**src/rtl/core_bus_pkg.sv**
```systemverilog
// Shared types and constants for the core bus arbiter: FSM states, requester IDs
// and default widths.
package core_bus_pkg;

  typedef enum logic [1:0] {
    IDLE    = 2'd0,
    ACCESS  = 2'd1,
    RESPOND = 2'd2
  } state_e;

  localparam logic REQ_DATA  = 1'b0;
  localparam logic REQ_INSTR = 1'b1;

  localparam int DEFAULT_DATA_WIDTH     = 32;
  localparam int DEFAULT_ADDR_WIDTH     = 32;
  localparam int DEFAULT_TIMEOUT_CYCLES = 255;

endpackage

```
**src/rtl/bus_grant_select.sv**
```systemverilog
// Picks the winning requester from d_req/i_req: data-first by default, alternating
// on contention when CORE_BUS_ARBITER_ROUND_ROBIN_EN is defined.
module bus_grant_select
  import core_bus_pkg::*;
(
  input  logic d_req_i,
  input  logic i_req_i,
`ifdef CORE_BUS_ARBITER_ROUND_ROBIN_EN
  input  logic last_id_i,
`endif
  output logic valid_o,
  output logic id_o
);

  assign valid_o = d_req_i | i_req_i;

`ifdef CORE_BUS_ARBITER_ROUND_ROBIN_EN
  always_comb begin
    id_o = d_req_i ? REQ_DATA : REQ_INSTR;
    // On contention the requester that was not served last wins.
    if (d_req_i && i_req_i) begin
      id_o = (last_id_i == REQ_DATA) ? REQ_INSTR : REQ_DATA;
    end
  end
`else
  assign id_o = d_req_i ? REQ_DATA : REQ_INSTR;
`endif

endmodule

```
**src/rtl/core_bus_arbiter.sv**
```systemverilog
// Two-requester (data/instruction) arbiter onto a single strobe/response memory port.
// Define CORE_BUS_ARBITER_ROUND_ROBIN_EN for round-robin grant on contention.
//
// state   | meaning
// IDLE    | waiting for a request; no grant in the cycle an ack is showing
// ACCESS  | strobe held with latched fields until response or timeout
// RESPOND | issue ack/err/rdata to the winner, then back to IDLE
module core_bus_arbiter
  import core_bus_pkg::*;
#(
  parameter int DATA_WIDTH     = DEFAULT_DATA_WIDTH,
  parameter int ADDR_WIDTH     = DEFAULT_ADDR_WIDTH,
  parameter int TIMEOUT_CYCLES = DEFAULT_TIMEOUT_CYCLES
) (
  input  logic                  clk,
  input  logic                  reset,
  input  logic                  d_req,
  input  logic                  d_we,
  input  logic [ADDR_WIDTH-1:0] d_addr,
  input  logic [DATA_WIDTH-1:0] d_wdata,
  output logic [DATA_WIDTH-1:0] d_rdata,
  output logic                  d_ack,
  output logic                  d_err,
  input  logic                  i_req,
  input  logic [ADDR_WIDTH-1:0] i_addr,
  output logic [DATA_WIDTH-1:0] i_rdata,
  output logic                  i_ack,
  output logic                  i_err,
  output logic                  mem_read,
  output logic                  mem_write,
  output logic [ADDR_WIDTH-1:0] mem_address,
  output logic [DATA_WIDTH-1:0] mem_write_data,
  input  logic [DATA_WIDTH-1:0] mem_read_data,
  input  logic                  mem_response,
  output logic                  hold_o
);

  localparam int                CNT_W    = $clog2(TIMEOUT_CYCLES + 1);
  localparam logic [CNT_W-1:0] CNT_LAST = CNT_W'(TIMEOUT_CYCLES - 1);

  state_e                state_q, state_d;
  logic                  win_q, win_d;
  logic                  tmo_q, tmo_d;
  logic [CNT_W-1:0]      cnt_q, cnt_d;
  logic [DATA_WIDTH-1:0] cap_q, cap_d;
  logic                  mem_read_q, mem_read_d;
  logic                  mem_write_q, mem_write_d;
  logic [ADDR_WIDTH-1:0] mem_address_q, mem_address_d;
  logic [DATA_WIDTH-1:0] mem_write_data_q, mem_write_data_d;
  logic [DATA_WIDTH-1:0] d_rdata_q, d_rdata_d;
  logic [DATA_WIDTH-1:0] i_rdata_q, i_rdata_d;
  logic                  d_ack_q, d_ack_d;
  logic                  i_ack_q, i_ack_d;
  logic                  d_err_q, d_err_d;
  logic                  i_err_q, i_err_d;
  logic                  grant_valid;
  logic                  grant_id;
`ifdef CORE_BUS_ARBITER_ROUND_ROBIN_EN
  logic                  last_q, last_d;
`endif

  bus_grant_select u_grant (
    .d_req_i   (d_req),
    .i_req_i   (i_req),
`ifdef CORE_BUS_ARBITER_ROUND_ROBIN_EN
    .last_id_i (last_q),
`endif
    .valid_o   (grant_valid),
    .id_o      (grant_id)
  );

  always_ff @(posedge clk or posedge reset) begin
    if (reset) begin
      state_q          <= IDLE;
      win_q            <= REQ_DATA;
      tmo_q            <= 1'b0;
      cnt_q            <= '0;
      cap_q            <= '0;
      mem_read_q       <= 1'b0;
      mem_write_q      <= 1'b0;
      mem_address_q    <= '0;
      mem_write_data_q <= '0;
      d_rdata_q        <= '0;
      i_rdata_q        <= '0;
      d_ack_q          <= 1'b0;
      i_ack_q          <= 1'b0;
      d_err_q          <= 1'b0;
      i_err_q          <= 1'b0;
`ifdef CORE_BUS_ARBITER_ROUND_ROBIN_EN
      last_q           <= REQ_INSTR;
`endif
    end else begin
      state_q          <= state_d;
      win_q            <= win_d;
      tmo_q            <= tmo_d;
      cnt_q            <= cnt_d;
      cap_q            <= cap_d;
      mem_read_q       <= mem_read_d;
      mem_write_q      <= mem_write_d;
      mem_address_q    <= mem_address_d;
      mem_write_data_q <= mem_write_data_d;
      d_rdata_q        <= d_rdata_d;
      i_rdata_q        <= i_rdata_d;
      d_ack_q          <= d_ack_d;
      i_ack_q          <= i_ack_d;
      d_err_q          <= d_err_d;
      i_err_q          <= i_err_d;
`ifdef CORE_BUS_ARBITER_ROUND_ROBIN_EN
      last_q           <= last_d;
`endif
    end
  end

  always_comb begin
    state_d          = state_q;
    win_d            = win_q;
    tmo_d            = tmo_q;
    cnt_d            = cnt_q;
    cap_d            = cap_q;
    mem_read_d       = mem_read_q;
    mem_write_d      = mem_write_q;
    mem_address_d    = mem_address_q;
    mem_write_data_d = mem_write_data_q;
    d_rdata_d        = d_rdata_q;
    i_rdata_d        = i_rdata_q;
    d_ack_d          = 1'b0;
    i_ack_d          = 1'b0;
    d_err_d          = 1'b0;
    i_err_d          = 1'b0;
`ifdef CORE_BUS_ARBITER_ROUND_ROBIN_EN
    last_d           = last_q;
`endif

    unique case (state_q)
      IDLE: begin
        // The acked requester still holds req during its ack cycle; granting then
        // would replay the access it just completed.
        if (grant_valid && !d_ack_q && !i_ack_q) begin
          win_d = grant_id;
          cnt_d = '0;
          tmo_d = 1'b0;
          if (grant_id == REQ_DATA) begin
            mem_address_d    = d_addr;
            mem_write_data_d = d_wdata;
            mem_write_d      = d_we;
            mem_read_d       = ~d_we;
          end else begin
            mem_address_d    = i_addr;
            mem_write_data_d = '0;
            mem_write_d      = 1'b0;
            mem_read_d       = 1'b1;
          end
          state_d = ACCESS;
        end
      end
      ACCESS: begin
        if (mem_response) begin
          cap_d       = mem_read_data;
          tmo_d       = 1'b0;
          cnt_d       = '0;
          mem_read_d  = 1'b0;
          mem_write_d = 1'b0;
          state_d     = RESPOND;
        end else if (cnt_q == CNT_LAST) begin
          cap_d       = '0;
          tmo_d       = 1'b1;
          cnt_d       = '0;
          mem_read_d  = 1'b0;
          mem_write_d = 1'b0;
          state_d     = RESPOND;
        end else begin
          cnt_d = cnt_q + CNT_W'(1);
        end
      end
      RESPOND: begin
        if (win_q == REQ_DATA) begin
          d_ack_d   = 1'b1;
          d_err_d   = tmo_q;
          d_rdata_d = cap_q;
        end else begin
          i_ack_d   = 1'b1;
          i_err_d   = tmo_q;
          i_rdata_d = cap_q;
        end
`ifdef CORE_BUS_ARBITER_ROUND_ROBIN_EN
        last_d = win_q;
`endif
        state_d = IDLE;
      end
      default: state_d = IDLE;
    endcase
  end

  assign mem_read       = mem_read_q;
  assign mem_write      = mem_write_q;
  assign mem_address    = mem_address_q;
  assign mem_write_data = mem_write_data_q;
  assign d_rdata        = d_rdata_q;
  assign i_rdata        = i_rdata_q;
  assign d_ack          = d_ack_q;
  assign i_ack          = i_ack_q;
  assign d_err          = d_err_q;
  assign i_err          = i_err_q;

  // Stall must follow d_req within the same cycle, so it cannot be a flop.
  assign hold_o = d_req & ~d_ack_q & ~reset;

endmodule
```
**config.mk**
```make
export PLATFORM = sky130hd
export DESIGN_NAME = core_bus_arbiter
export DESIGN_NICKNAME = d
export VERILOG_FILES = /design/src/rtl/core_bus_pkg.sv /design/src/rtl/bus_grant_select.sv /design/src/rtl/core_bus_arbiter.sv
export SDC_FILE = /design/constraint.sdc
export NUM_CORES = 1
export LEC_CHECK = 0
export ABC_AREA = 1
export ABC_CLOCK_PERIOD_IN_PS = 6190
export BUFFER_PORTS_ARGS = -buffer_cell sky130_fd_sc_hd__buf_4
export CAP_MARGIN = 30
export CORE_MARGIN = 10
export CORE_UTILIZATION = 44
export CTS_BUF_LIST = sky130_fd_sc_hd__clkbuf_4 sky130_fd_sc_hd__clkbuf_8 sky130_fd_sc_hd__clkbuf_16
export DETAILED_ROUTE_END_ITERATION = 8
export GPL_ROUTABILITY_DRIVEN = 0
export GPL_TIMING_DRIVEN = 0
export PLACE_DENSITY = 0.83
export SKIP_CTS_REPAIR_TIMING = 1
export SLEW_MARGIN = 10
export SYNTH_ARGS = -nofsm -noshare
export SYNTH_HDL_FRONTEND = slang
export SYNTH_SLANG_ARGS = --single-unit
```
**constraint.sdc**
```tcl
create_clock -name clk -period 6.19 [get_ports clk]
set_input_delay 1.238 -clock clk [delete_from_list [all_inputs] [get_ports clk]]
set_output_delay 1.238 -clock clk [all_outputs]
set_load 0.1 [all_outputs]
```
**Word level (Yosys, flattened, before mapping)**

Index checks and enable logic that the tools add are counted.

- Bits in registers: 178
- Input bits: 134
- Output and inout bits: 135
- Logic and storage cells: 75

- $add $sub $neg: 1
- Eq/ne operators: 5
- Muxes and demuxes: 33
- Bitwise gates (word level): 7
- Reduce and logical (&&, ||, !) cells: 14

Operators with widths:

| operator | count |
|---|---|
| two-way mux 32 bit | 4 |
| two-way mux 8 bit | 3 |
| two-way mux 1 bit | 18 |
| case mux 8 bit (2 select lines) | 1 |
| AND reduction 2 bit | 6 |
| adder 8 x 1 -> 8 bit, second input constant | 1 |
| equality test 8 bit, second input constant | 1 |
| two-way mux 2 bit | 3 |
| case mux 1 bit (2 select lines) | 3 |
| NOT 1 bit | 4 |
| case mux 2 bit (2 select lines) | 1 |
| nonzero test 2 bit | 2 |
| != test 3 bit, second input constant | 1 |
| AND reduction 3 bit | 1 |
| AND 1 bit | 2 |
| equality test 2 x 1 -> 1 bit, second input constant | 1 |
| equality test 2 bit, second input constant | 1 |
| logical AND 1 bit | 2 |
| logical NOT 1 bit | 2 |
| logical NOT 2 bit | 1 |
| != test 2 bit, second input constant | 1 |
| bitwise OR 1 bit | 1 |

**Depth between registers and ports, before layout**

Gate-level depths: netlist of the first run.

- Word-level depth: 5
- Depth in mapped cells: 9
- Depth with buffers taken out: 9

**Modules after synthesis**

A second synthesis of the first run with hierarchy kept.

- Cells, all modules: 772
- Area, all modules: 7065.5 um2

Modules (own cells, without submodules):

| module | instances | cells an instance | area an instance (um2) | seq. area each (um2) |
|---|---|---|---|---|
| core_bus_arbiter | 1 | 769 | 7051.8 | 4454.3 |
| bus_grant_select | 1 | 3 | 13.8 | 0.0 |

**Least setup slack after synthesis of the first run**

Ideal clock, no wire load.

- Path type: input -> output
- From: in d_req
- To: out hold_o
- Arrival: 3.658 ns
- Required time: 4.952 ns
- Setup slack: 1.294 ns
- Stages on the path: 4
- Buffers on the path: 2
- Cell sequence: buf_4 -> inv_2 -> clkbuf_1 -> nor3_1

- Cells in the longest elaborated chain, start to end: 2

RTL lines:

| item | line | RTL |
|---|---|---|
| from (decl) | core_bus_arbiter.sv:17 | `input logic d_req,` |
| AND 1 bit (2 in a row) | core_bus_arbiter.sv:206 | `assign hold_o = d_req & ~d_ack_q & ~reset;` |
| to (decl) | core_bus_arbiter.sv:35 | `output logic hold_o` |

Every way passes these cells.

**Final worst setup path of the first run**

Same ends and word-level chain as after synthesis.

==> results of run 1 <==
==> through the flow <==
| step | area, sq um | hold slack, ns | cells | util | worst slack (ns) |
|---|---|---|---|---|---|
| finish | 9986 | 0.4567 | 1219 | 0.6332 | 2.576 |
| floorplan | 7052 | 0.4291 | 704 | - | 0.1217 |
| global placement | 9319 | 0.4348 | 1186 | 0.5909 | -1.841 |
| CTS | 9986 | 0.4631 | 1219 | 0.6332 | 2.564 |
| detailed placement | 9354 | 0.4534 | 1187 | 0.5931 | 2.603 |
| global route | 9986 | 0.4945 | 1219 | 0.6332 | 2.520 |
==> per-layer routing <==
layer	GRT usage	routed length (microns)	part of all wire	vias up
met1	0.2400	8881	0.38	2937
met2	0.3646	11810	0.50	286
li1	-	-	-	2894
met4	0.06907	469	0.020	0
met3	0.08498	2353	0.10	27
met5	0	0	0	-
==> area by class of cell <==
class                           instances  area (sq um)  share of cell area
Inverter                               55         214.0             0.02143
Clock buffer                           20         460.4             0.04611
Buffer                                 45         252.7             0.02531
Sequential cell                       178          4454              0.4461
Multi-Input combinational cell        426          2138              0.2141
Clock inverter                         12         171.4             0.01717
Tap cell                              216         270.3             0.02706
Timing Repair Buffer                  267          2024              0.2027
==> placed cells by master (no fill, tap or decap), drive strengths merged <==
master,count
bufinv,3
nor2,82
xor2,1
nand3,38
buf,294
ha,2
nor3,3
inv,60
a22o,32
o21ai,101
nand4,2
nand2,131
o31ai,32
clkinv,4
clkbuf,38
dfrtp,178
a21oi,2
==> state kept, by name, summed over array words and instances, names as in the netlist <==
signal / flops
cap_q: 32
cnt_q: 8
d_ack: 1
d_err: 1
d_rdata: 32
i_ack: 1
i_err: 1
i_rdata: 32
mem_address: 32
mem_read: 1
mem_write: 1
mem_write_data: 32
state_q: 2
tmo_q: 1
win_q: 1
==> critical path: stages <==
cell                       delay, ns
sky130_fd_sc_hd__buf_4          0.14
sky130_fd_sc_hd__inv_2          0.16
sky130_fd_sc_hd__clkbuf_1       0.45
sky130_fd_sc_hd__nor3_1         0.11
sky130_fd_sc_hd__buf_4          0.26
==> synthesized netlist by cell type (all sizes together) <==
| master | number | area (sq um) |
|---|---|---|
| a21oi | 2 | 21.27 |
| a22o | 32 | 280.3 |
| buf | 27 | 185.2 |
| clkbuf | 18 | 67.56 |
| dfrtp | 178 | 4454 |
| ha | 2 | 25.02 |
| inv | 55 | 206.4 |
| nand2 | 131 | 499.2 |
| nand3 | 38 | 195.2 |
| nand4 | 2 | 12.51 |
| nor2 | 82 | 320.3 |
| nor3 | 3 | 15.01 |
| o21ai | 101 | 505.5 |
| o31ai | 32 | 255.3 |
| xor2 | 1 | 8.760 |
==> worst paths after layout <==
path,startpoint,to,slack (ns),depth (start not counted)
max in group asynchronous,reset,cap_q[26],4.41,3
setup reg to reg,state_q[1],i_rdata[3],4.52,6
min in group asynchronous,reset,win_q,0.91,2
hold reg to reg,win_q,d_ack,0.46,1
hold / removal,win_q,d_ack,0.46,1
setup / recovery,d_req,hold_o,2.58,5
==> cell families after synthesis <==
| kind of cell | Yosys count | share of synthesized area |
|---|---|---|
| buffers and inverters | 100 | 0.06512 |
| and+or+nand+nor | 256 | 0.1478 |
| xor gates and xnor gates | 1 | 0.001242 |
| DFF | 178 | 0.6317 |
| adders and majority gates | 2 | 0.003548 |
| AOI/OAI and AO/OA | 167 | 0.1506 |
==> run summary, run 1 <==
* **post-detailed-route count of antenna-violating nets** 0
* **number of violations of the max-capacitance limit** 0
* **horizontal extent of the die** 146.6 microns
* **share of the yosys chip area belonging to registers** 0.6317
* **CP startpoint kind** primary input
* **WL final** 23,510 microns
* **worst hold path type** flop to flop
* **average instance area after synthesis** 10.02 sq um
* **total inserted antenna cells** 0
* **Post-Syn Nets** 840
* **final critical-path share of the clock period** 0.5839
* **number of different library cells in the post-synthesis netlist** 25
* **effective utilization at floorplan** 0.4472
* **Row Count** 46
* **result of the run** completed
* **final-layout setup total negative slack** 0 ns
* **largest net degree at the start of global routing** 92
* **Clock Latency Late Sink** 0.43 ns
* **number of sinks on the clock net** 178
* **vias after detailed routing** 6,144
* **via count of the first global-routing pass** 6,416
* **DRC errors left** 0
* **Port-buffer cells** 266
* **deepest level of the CTS H-tree** 4
* **cell area after synthesis** 7052 sq um
* **number of iterations in the first detailed-routing pass** 5
* **number of filler cells placed in the layout** 1,313
* **antenna violations before repair** 0
* **maximum operating frequency** 0.2767 GHz
* **area inside the core boundary** 15,770 sq um
* **proportion of layout cells with a drive suffix above 1** 0.3420
* **dpl hpwl** 17,960 microns
* **clock period minus worst slack** 3.614 ns
* **CTS buffer count** 17
* **skew final** 0.009101 ns
* **setup repair after global routing missed its margin** false
* **average wire length per cell after detail routing** 19.29 microns
* **Max Fanout on Critical Path** 10
* **max-slew headroom at the worst pin** 0.5913
* **maximum buffer depth of the clock tree** 2
* **number of register bits inferred by synthesis** 178
* **overall die area** 21,490 sq um
* **count of final setup violators** 0
* **vertical die dimension** 146.6 microns
* **number of max-slew violations in the final report** 0
* **CP Class** primary input to output port
* **required time worst endpoint** 4.95 ns
* **wire length of the first global-routing pass** 36,360 microns
* **count of nets after finishing** 1,126
* **clock slew seen by the registers of the worst setup and hold paths** 0.07 ns
* **Top-Level Pins** 269
* **via density per instance** 5.040
* **iteration-0 DRC count of the detailed router** 393
* **Final Hold Violating Endpoints** 0
* **global-route congestion overflow total** 0
* **CTS root buffer** sky130_fd_sc_hd__clkbuf_16
* **cell count after synthesis** 704
* **kind of end point of the critical path** output port
* **Worst-Margin Slew** 0.6131 ns
* **global-route usage over all layers** 0.2141
* **TritonCTS clock tree** built
* **area growth from synthesis to layout** 41.61%
* **endpoint arrival time on the critical path** 2.38 ns
* **synth warn** 0
Power of run 1 is left out: the tool's default activity adds up to more than one toggle a clock period on the data nets, which glitch-free logic cannot reach.
==> inputs of run 2 (changes only) <==
Settings changed: ABC_CLOCK_PERIOD_IN_PS 6190 to 3500, CORE_UTILIZATION 44 to 49, PLACE_DENSITY 0.83 to 0.87.
Clock period 6.19 ns to 3.5 ns, I/O delays scaled along.
==> run summary, run 2 (same netlist as run 1, synthesis figures left out) <==
* **result of the run** completed
* **final-layout setup total negative slack** 0 ns, unchanged
* **area inside the core boundary** 13,990 sq um, -11%
* **final critical-path share of the clock period** 0.7545
* **via density per instance** 5.386, +6.9%
* **kind of end point of the critical path** output port
* **max-slew headroom at the worst pin** 0.5686, -0.02267
* **CTS buffer count** 17, unchanged
* **antenna violations before repair** 0, unchanged
* **GR Util met3** 0.08925, +0.004268
* **via count of the first global-routing pass** 6,696, +4.4%
* **Final Hold Violating Endpoints** 0, unchanged
* **global-route usage over all layers** 0.2348, +0.02071
* **number of iterations in the first detailed-routing pass** 5, unchanged
* **Clock Latency Late Sink** 0.43 ns, about the same
* **dpl hpwl** 18,260 microns, +1.7%
* **effective utilization at floorplan** 0.5041, +0.05695
* **CP Class** primary input to output port
* **global-route congestion overflow total** 0, unchanged
* **number of filler cells placed in the layout** 1,044, -20%
* **most repeated library cell on the critical path** sky130_fd_sc_hd__buf_4
* **CTS root buffer** sky130_fd_sc_hd__clkbuf_16
* **RR Startpoint** cnt_q[0]
* **skew final** 0.009910 ns, +0.0008091 ns
* **vias after detailed routing** 6,393, +4.1%
* **vertical die dimension** 140.0 microns, -4.5%
* **TritonCTS clock tree** built
* **wire length of the first global-routing pass** 36,630 microns, +0.74%
* **Port-buffer cells** 266, unchanged
* **area growth from synthesis to layout** 42.32%
* **highest-utilization routing layer at the global route stage** met2
* **overall die area** 19,590 sq um, -8.8%
* **count of nets after finishing** 1,130, +0.36%
* **R2R Path End** mem_write
* **highest-count cells in the layout ignoring fill and taps** sky130_fd_sc_hd__buf_4, sky130_fd_sc_hd__dfrtp_1, sky130_fd_sc_hd__nand2_1, sky130_fd_sc_hd__o21ai_0, sky130_fd_sc_hd__nor2_1
* **endpoint arrival time on the critical path** 1.94 ns, -0.44 ns
* **worst reg2reg path depth** 9, +3
* **number of violations of the max-capacitance limit** 0, unchanged
* **end of the critical path** hold_o
* **Worst Path Buf+Inv** 4, unchanged
* **iteration-0 DRC count of the detailed router** 390, -0.76%
* **worst path cell trace** buf_4, inv_2, clkbuf_1, nor3_2, buf_4
* **Worst Setup SP** d_req
* **post-detailed-route count of antenna-violating nets** 0, unchanged
* **average wire length per cell after detail routing** 19.67 microns, +2.0%
* **CP startpoint kind** primary input
* **deepest level of the CTS H-tree** 4, unchanged
* **proportion of layout cells with a drive suffix above 1** 0.3456, +0.003607
* **clock period minus worst slack** 2.641 ns
* **maximum operating frequency** 0.3787 GHz
* **setup repair after global routing missed its margin** false
* **register-to-register setup slack** 1.85 ns, -2.67 ns
* **count of final setup violators** 0, unchanged
* **horizontal extent of the die** 140.0 microns, -4.5%
* **CP peak stage delay** 0.51 ns, +0.06 ns
* **total inserted antenna cells** 0, unchanged
* **number of max-slew violations in the final report** 0, unchanged
* **Top-Level Pins** 269, unchanged
* **met1 track demand over resource** 0.2591, +0.01907
* **largest net degree at the start of global routing** 40, -57%
* **critical path depth in cells** 5, unchanged
* **critical path's slowest cell** sky130_fd_sc_hd__clkbuf_1
* **DRC errors left** 0, unchanged
* **worst hold path type** primary input to async pin
* **maximum buffer depth of the clock tree** 2, unchanged
* **most common library cell in the layout ignoring fill and taps** sky130_fd_sc_hd__buf_4
* **clock slew seen by the registers of the worst setup and hold paths** 0.06 ns, about the same
* **Max Fanout on Critical Path** 10, unchanged
* **Worst-Margin Slew** 0.6458 ns, +0.03264 ns
* **Row Count** 43, -6.5%
* **required time worst endpoint** 2.80 ns, -2.15 ns
* **delay-heaviest family, CP** buffers and inverters
* **met2 Resource Use GR** 0.4001, +0.03557
* **WL final** 23,350 microns, -0.68%
* **number of sinks on the clock net** 178, unchanged
==> run 2: changes by cell type in the layout (fill, tap and decap cells not counted) <==
cell / change
sky130_fd_sc_hd__nor3_1: -1
sky130_fd_sc_hd__nor3_2: +1
sky130_fd_sc_hd__buf_12: +4
sky130_fd_sc_hd__clkbuf_4: +1
sky130_fd_sc_hd__bufinv_16: +1
sky130_fd_sc_hd__inv_8: -2
sky130_fd_sc_hd__clkinvlp_4: +4
sky130_fd_sc_hd__clkinv_4: -1
sky130_fd_sc_hd__inv_6: -3
==> run 2: stage by stage <==
step           cells  hold WS [ns]  utilization  worst slack, ns  area (sq um)
5_1_grt         1187        0.4252       0.7174           0.7899         10040
3_5_place_dp    1155        0.4465       0.6713           0.8631          9390
6_report        1187        0.3881       0.7174           0.8593         10040
4_1_cts         1187        0.4031       0.7174           0.8575         10040
2_1_floorplan    704        0.4291            -           0.5194          7061
3_3_place_gp    1150        0.4382       0.6636          -0.5601          9283
==> run 2: worst min path at each step <==
stage | from | to | cells after the start
4_1_cts | reset | d_rdata[3] | 2
3_5_place_dp | win_q | d_ack | 1
6_report | reset | mem_address[12] | 2
2_1_floorplan | win_q | d_ack | 1
3_3_place_gp | win_q | d_ack | 1
5_1_grt | reset | d_rdata[3] | 2
==> run 2: cell type report <==
class | count | area [sq um] | share of cell area
plain buffers | 45 | 252.7 | 0.02518
clock buffers | 21 | 467.9 | 0.04663
clock inverters | 11 | 177.7 | 0.01770
inverters | 55 | 210.2 | 0.02095
multi-input cells | 426 | 2143 | 0.2136
flip-flops and latches | 178 | 4454 | 0.4438
well taps | 180 | 225.2 | 0.02244
repair buffers | 271 | 2105 | 0.2097
==> run 2: routing by layer <==
metal	wire, microns	share of wire	vias up
met1	8608	0.37	3138
met5	0	0	-
met3	2451	0.10	34
li1	-	-	2904
met2	11630	0.50	317
met4	661	0.028	0
==> run 2: worst reg2reg max path: stages (launching register included) <==
cell and delay (ns):
sky130_fd_sc_hd__dfrtp_1 0.42, sky130_fd_sc_hd__inv_1 0.08, sky130_fd_sc_hd__ha_1 0.16, sky130_fd_sc_hd__nand2_1 0.06, sky130_fd_sc_hd__nor2_1 0.11, sky130_fd_sc_hd__nand2_2 0.11, sky130_fd_sc_hd__nand3_1 0.16, sky130_fd_sc_hd__nand2_1 0.22
sky130_fd_sc_hd__nand2_1 0.11, sky130_fd_sc_hd__o21ai_0 0.10
Power of run 2 is left out for the same reason.
==> inputs of run 3 (changes only) <==
Settings changed: ABC_CLOCK_PERIOD_IN_PS 3500 to 2400, CORE_UTILIZATION 49 to 44, PLACE_DENSITY 0.87 to 0.83.
Clock period 3.5 ns to 2.4 ns, I/O delays scaled along.
==> run summary, run 3 (same netlist as run 1, synthesis figures left out) <==
* **CP Class** primary input to output port
* **deepest level of the CTS H-tree** 4, unchanged
* **share of the core filled with cells in the final layout** 0.6387, -0.07876
* **number of filler cells placed in the layout** 1,320, +26%
* **setup repair after global routing missed its margin** false
* **Port-buffer cells** 266, unchanged
* **post-route worst setup slack** 0.3057 ns, -0.5536 ns
* **area inside the core boundary** 15,770 sq um, +13%
* **post-placement cell count** 1,191, +3.1%
* **global-route congestion overflow total** 0, unchanged
* **iteration-0 DRC count of the detailed router** 439, +13%
* **Worst-Margin Slew** 0.6144 ns, -0.03135 ns
* **area of all sequential standard cells** 4454 sq um, unchanged
* **area growth from synthesis to layout** 42.83%
* **via density per instance** 4.982, -7.5%
* **Max Fanout on Critical Path** 10, unchanged
* **average wire length per cell after detail routing** 19.12 microns, -2.8%
* **CTS root buffer** sky130_fd_sc_hd__clkbuf_16
* **proportion of layout cells with a drive suffix above 1** 0.3456, unchanged
* **TritonCTS clock tree** built
* **global-route usage over all layers** 0.2140, -0.02086
* **skew final** 0.01088 ns, +0.0009721 ns
* **wire length of the first global-routing pass** 36,100 microns, -1.5%
* **required time worst endpoint** 1.92 ns, -0.88 ns
* **maximum buffer depth of the clock tree** 2, unchanged
* **CP startpoint kind** primary input
* **multi-input logic area** 2150 sq um, +0.29%
* **dpl hpwl** 18,220 microns, -0.21%
* **delay-heaviest family, CP** buffers and inverters
* **Worst Path Buf+Inv** 4, unchanged
* **maximum operating frequency** 0.4775 GHz
* **highest-count cells in the layout ignoring fill and taps** sky130_fd_sc_hd__buf_4, sky130_fd_sc_hd__dfrtp_1, sky130_fd_sc_hd__nand2_1, sky130_fd_sc_hd__o21ai_0, sky130_fd_sc_hd__nor2_1
* **WL final** 23,410 microns, +0.24%
* **worst hold path type** primary input to async pin
* **number of violations of the max-capacitance limit** 0, unchanged
* **clock slew seen by the registers of the worst setup and hold paths** 0.07 ns, about the same
* **overall die area** 21,490 sq um, +9.7%
* **Top-Level Pins** 269, unchanged
* **number of max-slew violations in the final report** 0, unchanged
* **post-detailed-route count of antenna-violating nets** 0, unchanged
* **most repeated library cell on the critical path** sky130_fd_sc_hd__buf_4
* **Row Count** 46, +7.0%
* **Final Hold Violating Endpoints** 0, unchanged
* **result of the run** completed
* **clock period minus worst slack** 2.094 ns
* **max-slew headroom at the worst pin** 0.5904, +0.02181
* **Clock Latency Late Sink** 0.43 ns, about the same
* **CP peak stage delay** 0.51 ns, about the same
* **CTS buffer count** 17, unchanged
* **horizontal extent of the die** 146.6 microns, +4.7%
* **critical path's slowest cell** sky130_fd_sc_hd__clkbuf_1
* **final critical-path share of the clock period** 0.8726
* **DP Worst Slack** 0.3275 ns, -0.5356 ns
* **count of final setup violators** 0, unchanged
* **register-to-register setup slack** 0.69 ns, -1.16 ns
* **largest net degree at the start of global routing** 42, +5.0%
* **final hold slack** 0.05787 ns, -0.3302 ns
* **endpoint arrival time on the critical path** 1.61 ns, -0.33 ns
* **vias after detailed routing** 6,098, -4.6%
* **effective utilization at floorplan** 0.4472, -0.05695
* **most common library cell in the layout ignoring fill and taps** sky130_fd_sc_hd__buf_4
* **kind of end point of the critical path** output port
* **vertical die dimension** 146.6 microns, +4.7%
* **DRC errors left** 0, unchanged
* **antenna violations before repair** 1, +1
* **number of sinks on the clock net** 178, unchanged
* **via count of the first global-routing pass** 6,283, -6.2%
* **worst path cell trace** buf_4, inv_2, clkbuf_1, nor3_4, buf_4
* **Layout Cells excl Fill** 1,224, +3.1%
* **count of nets after finishing** 1,130, unchanged
* **number of iterations in the first detailed-routing pass** 5, unchanged
-- run 3: layer usage --
metal,vias up,track usage,part of all wire
li1,2909,-,-
met5,-,0,0
met1,2897,0.2467,0.39
met3,16,0.09178,0.10
met2,276,0.3551,0.50
met4,0,0.06056,0.012
-- run 3: worst register-to-register path: stages, from the launching register on --
cell                      delay (ns)
sky130_fd_sc_hd__dfrtp_1        0.42
sky130_fd_sc_hd__inv_1          0.08
sky130_fd_sc_hd__ha_1           0.17
sky130_fd_sc_hd__nand2_1        0.06
sky130_fd_sc_hd__nor2_1         0.11
sky130_fd_sc_hd__nand2_2        0.11
sky130_fd_sc_hd__nand3_1        0.17
sky130_fd_sc_hd__nand2_1        0.22
sky130_fd_sc_hd__nand2_1        0.12
sky130_fd_sc_hd__o21ai_0        0.12
-- run 3: path summary, 6_finish.rpt --
kind	startpoint	to	depth (start not counted)
max in group asynchronous	reset	cap_q[23]	5
min in group clk	d_wdata[6]	mem_write_data[6]	2
min	reset	mem_address[5]	2
max reg2reg	cnt_q[0]	mem_write	9
max	d_req	hold_o	5
min reg2reg	win_q	d_ack	1
-- run 3: layout make-up --
cell class	instances	area share
sequential	178	0.4422
multi-input combinational	426	0.2134
timing repair buffer	271	0.2082
clock buffer	18	0.04298
tap	216	0.02683
buffer	45	0.02509
inverter	55	0.02087
clock inverter	14	0.02012
antenna	1	0.0002484
-- run 3: through the flow --
step	area (sq um)	setup TNS [ns]
floorplan	7067	-64.19
global placement	9334	-248.18
detailed placement	9434	0
CTS	10070	0
global route	10070	0
finish	10070	0
Power of run 3 is left out for the same reason.
